## src/rtl/mac_pkg.sv

```systemverilog
// Shared defaults and pipeline control type for the multiply-accumulate datapath.
package mac_pkg;
  localparam int WIDTH_D       = 8;
  localparam int ACC_W_D       = 20;
  localparam int CNT_W_D       = 16;
  localparam int MULT_STAGES_D = 1;

  typedef struct packed {
    logic valid;
    logic clear;
  } pipe_ctl_t;
endpackage

```

## src/rtl/mac_valid_pipe.sv

```systemverilog
// Shift register carrying valid/clear alongside the product stages; DEPTH = 0 is a wire.
module mac_valid_pipe
  import mac_pkg::*;
#(
  parameter int DEPTH = 1
) (
  input  logic      clk,
  input  logic      reset,
  input  pipe_ctl_t ctl_i,
  output pipe_ctl_t ctl_o
);

  pipe_ctl_t [DEPTH:0] vld_pipe;

  assign vld_pipe[0] = ctl_i;

  for (genvar i = 0; i < DEPTH; i++) begin : g_stg
    pipe_ctl_t ctl_q;
    always_ff @(posedge clk) begin
      if (reset) ctl_q <= '0;
      else       ctl_q <= vld_pipe[i];
    end
    assign vld_pipe[i+1] = ctl_q;
  end

  assign ctl_o = vld_pipe[DEPTH];

endmodule

```

## src/rtl/mac_acc_pipe.sv

```systemverilog
// Pipelined unsigned multiply-accumulate with per-element clear, wrap/saturate
// overflow policy, sticky overflow flag and saturating sample counter.
module mac_acc_pipe
  import mac_pkg::*;
#(
  parameter int WIDTH       = WIDTH_D,
  parameter int ACC_W       = ACC_W_D,
  parameter int MULT_STAGES = MULT_STAGES_D,
  parameter int SATURATE    = 0,
  parameter int CNT_W       = CNT_W_D
) (
  input  logic             clk,
  input  logic             reset,
  input  logic [WIDTH-1:0] a,
  input  logic [WIDTH-1:0] b,
  input  logic             valid_in,
  input  logic             clear_acc,
  output logic [ACC_W-1:0] f,
  output logic             valid_out,
  output logic             overflow,
  output logic [CNT_W-1:0] count
);

  localparam int PW = 2 * WIDTH;

  logic [WIDTH-1:0] a_q, b_q;
  pipe_ctl_t        in_ctl_q, acc_ctl;

  // Operands and clear hold between valid elements; the valid bit always advances.
  always_ff @(posedge clk) begin
    if (reset) begin
      a_q      <= '0;
      b_q      <= '0;
      in_ctl_q <= '0;
    end else begin
      in_ctl_q.valid <= valid_in;
      if (valid_in) begin
        a_q            <= a;
        b_q            <= b;
        in_ctl_q.clear <= clear_acc;
      end
    end
  end

  logic [MULT_STAGES:0][PW-1:0] prod_pipe;

  assign prod_pipe[0] = PW'(a_q) * PW'(b_q);

  for (genvar i = 0; i < MULT_STAGES; i++) begin : g_mul
    logic [PW-1:0] p_q;
    always_ff @(posedge clk) begin
      if (reset) p_q <= '0;
      else       p_q <= prod_pipe[i];
    end
    assign prod_pipe[i+1] = p_q;
  end

  mac_valid_pipe #(.DEPTH(MULT_STAGES)) u_vpipe (
    .clk   (clk),
    .reset (reset),
    .ctl_i (in_ctl_q),
    .ctl_o (acc_ctl)
  );

  logic [ACC_W-1:0] f_q, f_d;
  logic [CNT_W-1:0] cnt_q, cnt_d;
  logic             ovf_q, ovf_d, vo_q;
  logic [ACC_W:0]   sum;

  // Extra sum bit is the carry that signals overflow.
  always_comb begin
    sum   = {1'b0, f_q} + (ACC_W+1)'(prod_pipe[MULT_STAGES]);
    f_d   = f_q;
    ovf_d = ovf_q;
    cnt_d = cnt_q;
    if (acc_ctl.valid) begin
      if (acc_ctl.clear) begin
        f_d   = ACC_W'(prod_pipe[MULT_STAGES]);
        ovf_d = 1'b0;
        cnt_d = CNT_W'(1);
      end else begin
        if (sum[ACC_W]) begin
          ovf_d = 1'b1;
          f_d   = (SATURATE != 0) ? '1 : sum[ACC_W-1:0];
        end else begin
          f_d   = sum[ACC_W-1:0];
        end
        if (cnt_q != '1) cnt_d = cnt_q + CNT_W'(1);
      end
    end
  end

  always_ff @(posedge clk) begin
    if (reset) begin
      f_q   <= '0;
      cnt_q <= '0;
      ovf_q <= 1'b0;
      vo_q  <= 1'b0;
    end else begin
      f_q   <= f_d;
      cnt_q <= cnt_d;
      ovf_q <= ovf_d;
      vo_q  <= acc_ctl.valid;
    end
  end

  assign f         = f_q;
  assign count     = cnt_q;
  assign overflow  = ovf_q;
  assign valid_out = vo_q;

endmodule

```

## config.mk

```make
export PLATFORM = sky130hd
export DESIGN_NAME = mac_acc_pipe
export DESIGN_NICKNAME = d
export VERILOG_FILES = /design/src/rtl/mac_pkg.sv /design/src/rtl/mac_valid_pipe.sv /design/src/rtl/mac_acc_pipe.sv
export SDC_FILE = /design/constraint.sdc
export NUM_CORES = 1
export LEC_CHECK = 0
export CORE_ASPECT_RATIO = 1.25
export CORE_MARGIN = 1.5
export CORE_UTILIZATION = 40
export CTS_CLUSTER_DIAMETER = 120
export DETAILED_ROUTE_END_ITERATION = 12
export PLACE_DENSITY = 0.57
export SLEW_MARGIN = 20
export SYNTH_ARGS = -nofsm -noshare
export SYNTH_HDL_FRONTEND = slang
export SYNTH_SLANG_ARGS = --single-unit
```

## constraint.sdc

```tcl
create_clock -name clk -period 5.4 [get_ports clk]
set_clock_uncertainty 0.05 [all_clocks]
set_input_delay 0.81 -clock clk [delete_from_list [all_inputs] [get_ports clk]]
set_output_delay 0.81 -clock clk [all_outputs]
set_load 0.02 [all_outputs]
```

==> qor.yml <==
area_growth_pct: 18.59
die_area_um2: 14720
crit_family: "adder cells"
grt_pass1_vias: 4457
antenna_cells: 0
cts-root-buf: "clkbuf_16"
netlist_instances: 645
clk_pin_slew_ns: 0.06
synth.cell_area_um2: 5599
whs_path_depth: 1
clock_sinks: 74
final_nets: 803
core_area_um2: 13750
synth_nets: 755
cts_inserted_buffers: 9
crit_path_end_kind: "register"
start_util: 0.4071
setup_violations: 0
drv_cap: 0
dr.pass1.iters: 4
die_x_um: 108.8
hold_end: "u_vpipe.ctl_o[1]"
crit_type: "register to register"
clk_path_buf_depth: 2
avgViaCountPerCell: 5.137
final.period_utilization: 0.8237
power_density_nw_per_um2: 216.7
antenna_found_initial: 0
row_count: 48
clock.fmax_mhz: 224.8
period_needed_ns: 4.448
track_usage: 0.1826
grt_max_degree: 54
dp_hpwl_um: 9403
nFillCells: 1378
crit_chain: "nand2_1 > fa_1 > fa_1 > fa_1 > fa_1 > inv_1 > ha_1 > or2_2 > a21oi_1 > a21oi_1 > and3_1 > or3_1 > o211ai_1"
slew_viol_final: 0
drc: 0
clkLatencyLatePin_ns: 0.34
drtIter0Drc: 140
ys_ff_latch: 74
outcome: "completed"
synthArstFlopShare: 0
worstPathRequired_ns: 5.61
top_usage_layer: "met2"
ys_warn_count: 0
syn_area_per_cell_um2: 8.681
grt_util_met1: 0.2293
rsz0062_at_grt: "false"
critical_path.reg2reg.startpoint: "a_q[1]"
synth-edff-count: 0
gp_congestion: 0.8425
cpMaxStageDelayCell: "fa_1"
synth_cell_types: 50
final_cell_mix: "dfxtp_1 (74), nor2_1 (63), inv_1 (59), clkdlybuf4s50_1 (56), ha_1 (53)"
portBuffers: 57
critical_path.max_fanout: 9
grt_pass1_wl_um: 21290
use_met2: 0.3082
wl_per_cell_um: 13.92
layout_setup_ws_ns: 0.9522
place_ws_ns: 0.9353
ctsHoldBuffers: 0
ys_seq_area_frac: 0.2646
vias: 4485
cts_resized: 0
worstPathArrival_ns: 4.66
p_leak_nw: 2.977
ctsHtreeMaxLevel: 3
crit_buf_inv: 1
cts_tree: "yes"
ios: 58
cpPeakStageDelay_ns: 0.54
r2r_end: "g_mul[0].p_q[15]"
setup_tns_ns: 0
peakVddDrop_mv: 0.1622
relSlewSlack: 0.2797
hold_class: "register to register"
tightest_slew_ns: 1.077
path_common_cell: "fa_1"
postCtsSetupBuffers: 0
use_met3: 0.03992
final_common_cell: "dfxtp_1"
grt_overflow: 0
hold_start: "in_ctl_q[1]"
drt-total-wl_um: 12150
synthFlopType: "dfxtp_1"
hold_viol_final: 0
fp.dieH_um: 135.3
antenna_left: 0
reg2reg_depth: 13
regToRegSetupSlack_ns: 0.95
drive_gt1_frac: 0.03295
critPathLaunchType: "register"
[layer usage]
layer / up-vias / routed length, µm
li1: 2292 / -
met1: 2098 / 5546
met2: 77 / 5966
met3: 18 / 375
met4: 0 / 261
met5: - / 0
[cell usage after synthesis, types with 3 or more instances]
cell type	count	area (µm²)
o221ai_1	3	26.28
o21ai_0	17	85.08
and3_1	8	50.05
a21o_1	7	52.55
xor2_1	16	140.1
a21oi_1	35	175.2
a211oi_1	15	112.6
clkbuf_1	17	63.81
nor3_1	14	70.07
o21a_1	3	22.52
a31oi_1	4	25.02
nor2b_1	14	87.58
o2111ai_1	5	43.79
nand2_1	48	180.2
nand3_1	14	70.07
and2_1	46	287.8
nor2_1	63	236.5
dfxtp_1	74	1481
buf_1	3	11.26
o211ai_1	9	67.56
ha_1	53	663.1
fa_1	37	740.7
mux2i_1	23	230.2
inv_1	59	221.5
xnor2_1	11	96.34
nand4_1	8	50.05
o21bai_1	3	22.52
nand2b_1	5	31.28
[where the power goes]
group | total, mW | leakage [nW] | switching, mW | internal [mW]
logic | 0.180 | 2.21 | 0.0969 | 0.0830
registers | 0.593 | 0.603 | 0.0271 | 0.566
clock network | 0.666 | 0.163 | 0.236 | 0.430
[stage by stage]
stage / power, mW / utilization / instances / hold slack [ns] / area [µm²]
after floorplan: 0.7276 / - / 645 / 0.3638 / 5599
after global placement: 0.7826 / 0.4588 / 857 / 0.3710 / 6310
after detailed placement: 0.7869 / 0.4588 / 857 / 0.3747 / 6310
after CTS: 1.461 / 0.4828 / 873 / 0.3814 / 6640
after global routing: 1.511 / 0.4828 / 873 / 0.3941 / 6640
final: 1.439 / 0.4828 / 873 / 0.3794 / 6640
[how the worst max path moves through the flow]
stage           start                to  slack, ns  cells after the start
6_report       a_q[1]  g_mul[0].p_q[15]       0.95                     13
5_1_grt        a_q[1]  g_mul[0].p_q[15]       0.76                     13
4_1_cts        a_q[1]  g_mul[0].p_q[15]       0.93                     13
3_5_place_dp   a_q[1]  g_mul[0].p_q[15]       0.94                     13
3_3_place_gp   a_q[4]  g_mul[0].p_q[15]       1.03                     13
2_1_floorplan  a_q[2]  g_mul[0].p_q[15]       1.15                     14
[worst register-to-register path, cell delays in order (launching register included)]
cell	delay, ns
dfxtp_1	0.48
nand2_1	0.13
fa_1	0.54
fa_1	0.54
fa_1	0.52
fa_1	0.54
inv_1	0.04
ha_1	0.32
or2_2	0.28
a21oi_1	0.18
a21oi_1	0.09
and3_1	0.23
or3_1	0.34
o211ai_1	0.09
[cell families after synthesis]
kind of cell | Yosys count | share of synthesized area
simple gates | 230 | 0.2031
compound gates | 117 | 0.1388
fa+ha+maj | 90 | 0.2507
buf+inv | 83 | 0.05743
flops | 74 | 0.2646
xor+xnor | 27 | 0.04223
mux | 24 | 0.04313
[cell type report]
class / count / area (µm²) / share of cell area
multi-input cells: 488 / 3796 / 0.5717
flip-flops and latches: 74 / 1481 / 0.2231
repair buffers: 60 / 588.1 / 0.08856
clock buffers: 12 / 256.5 / 0.03863
inverters: 60 / 225.2 / 0.03392
well taps: 175 / 219.0 / 0.03298
clock inverters: 4 / 73.82 / 0.01112
[state kept, by name, summed over array words and instances, names as in the netlist]
name           cells
f                 20
count             16
g_mul.p_q         16
a_q                8
b_q                8
in_ctl_q           2
u_vpipe.ctl_o      2
overflow           1
valid_out          1
(Power assumes the default switching activity.)
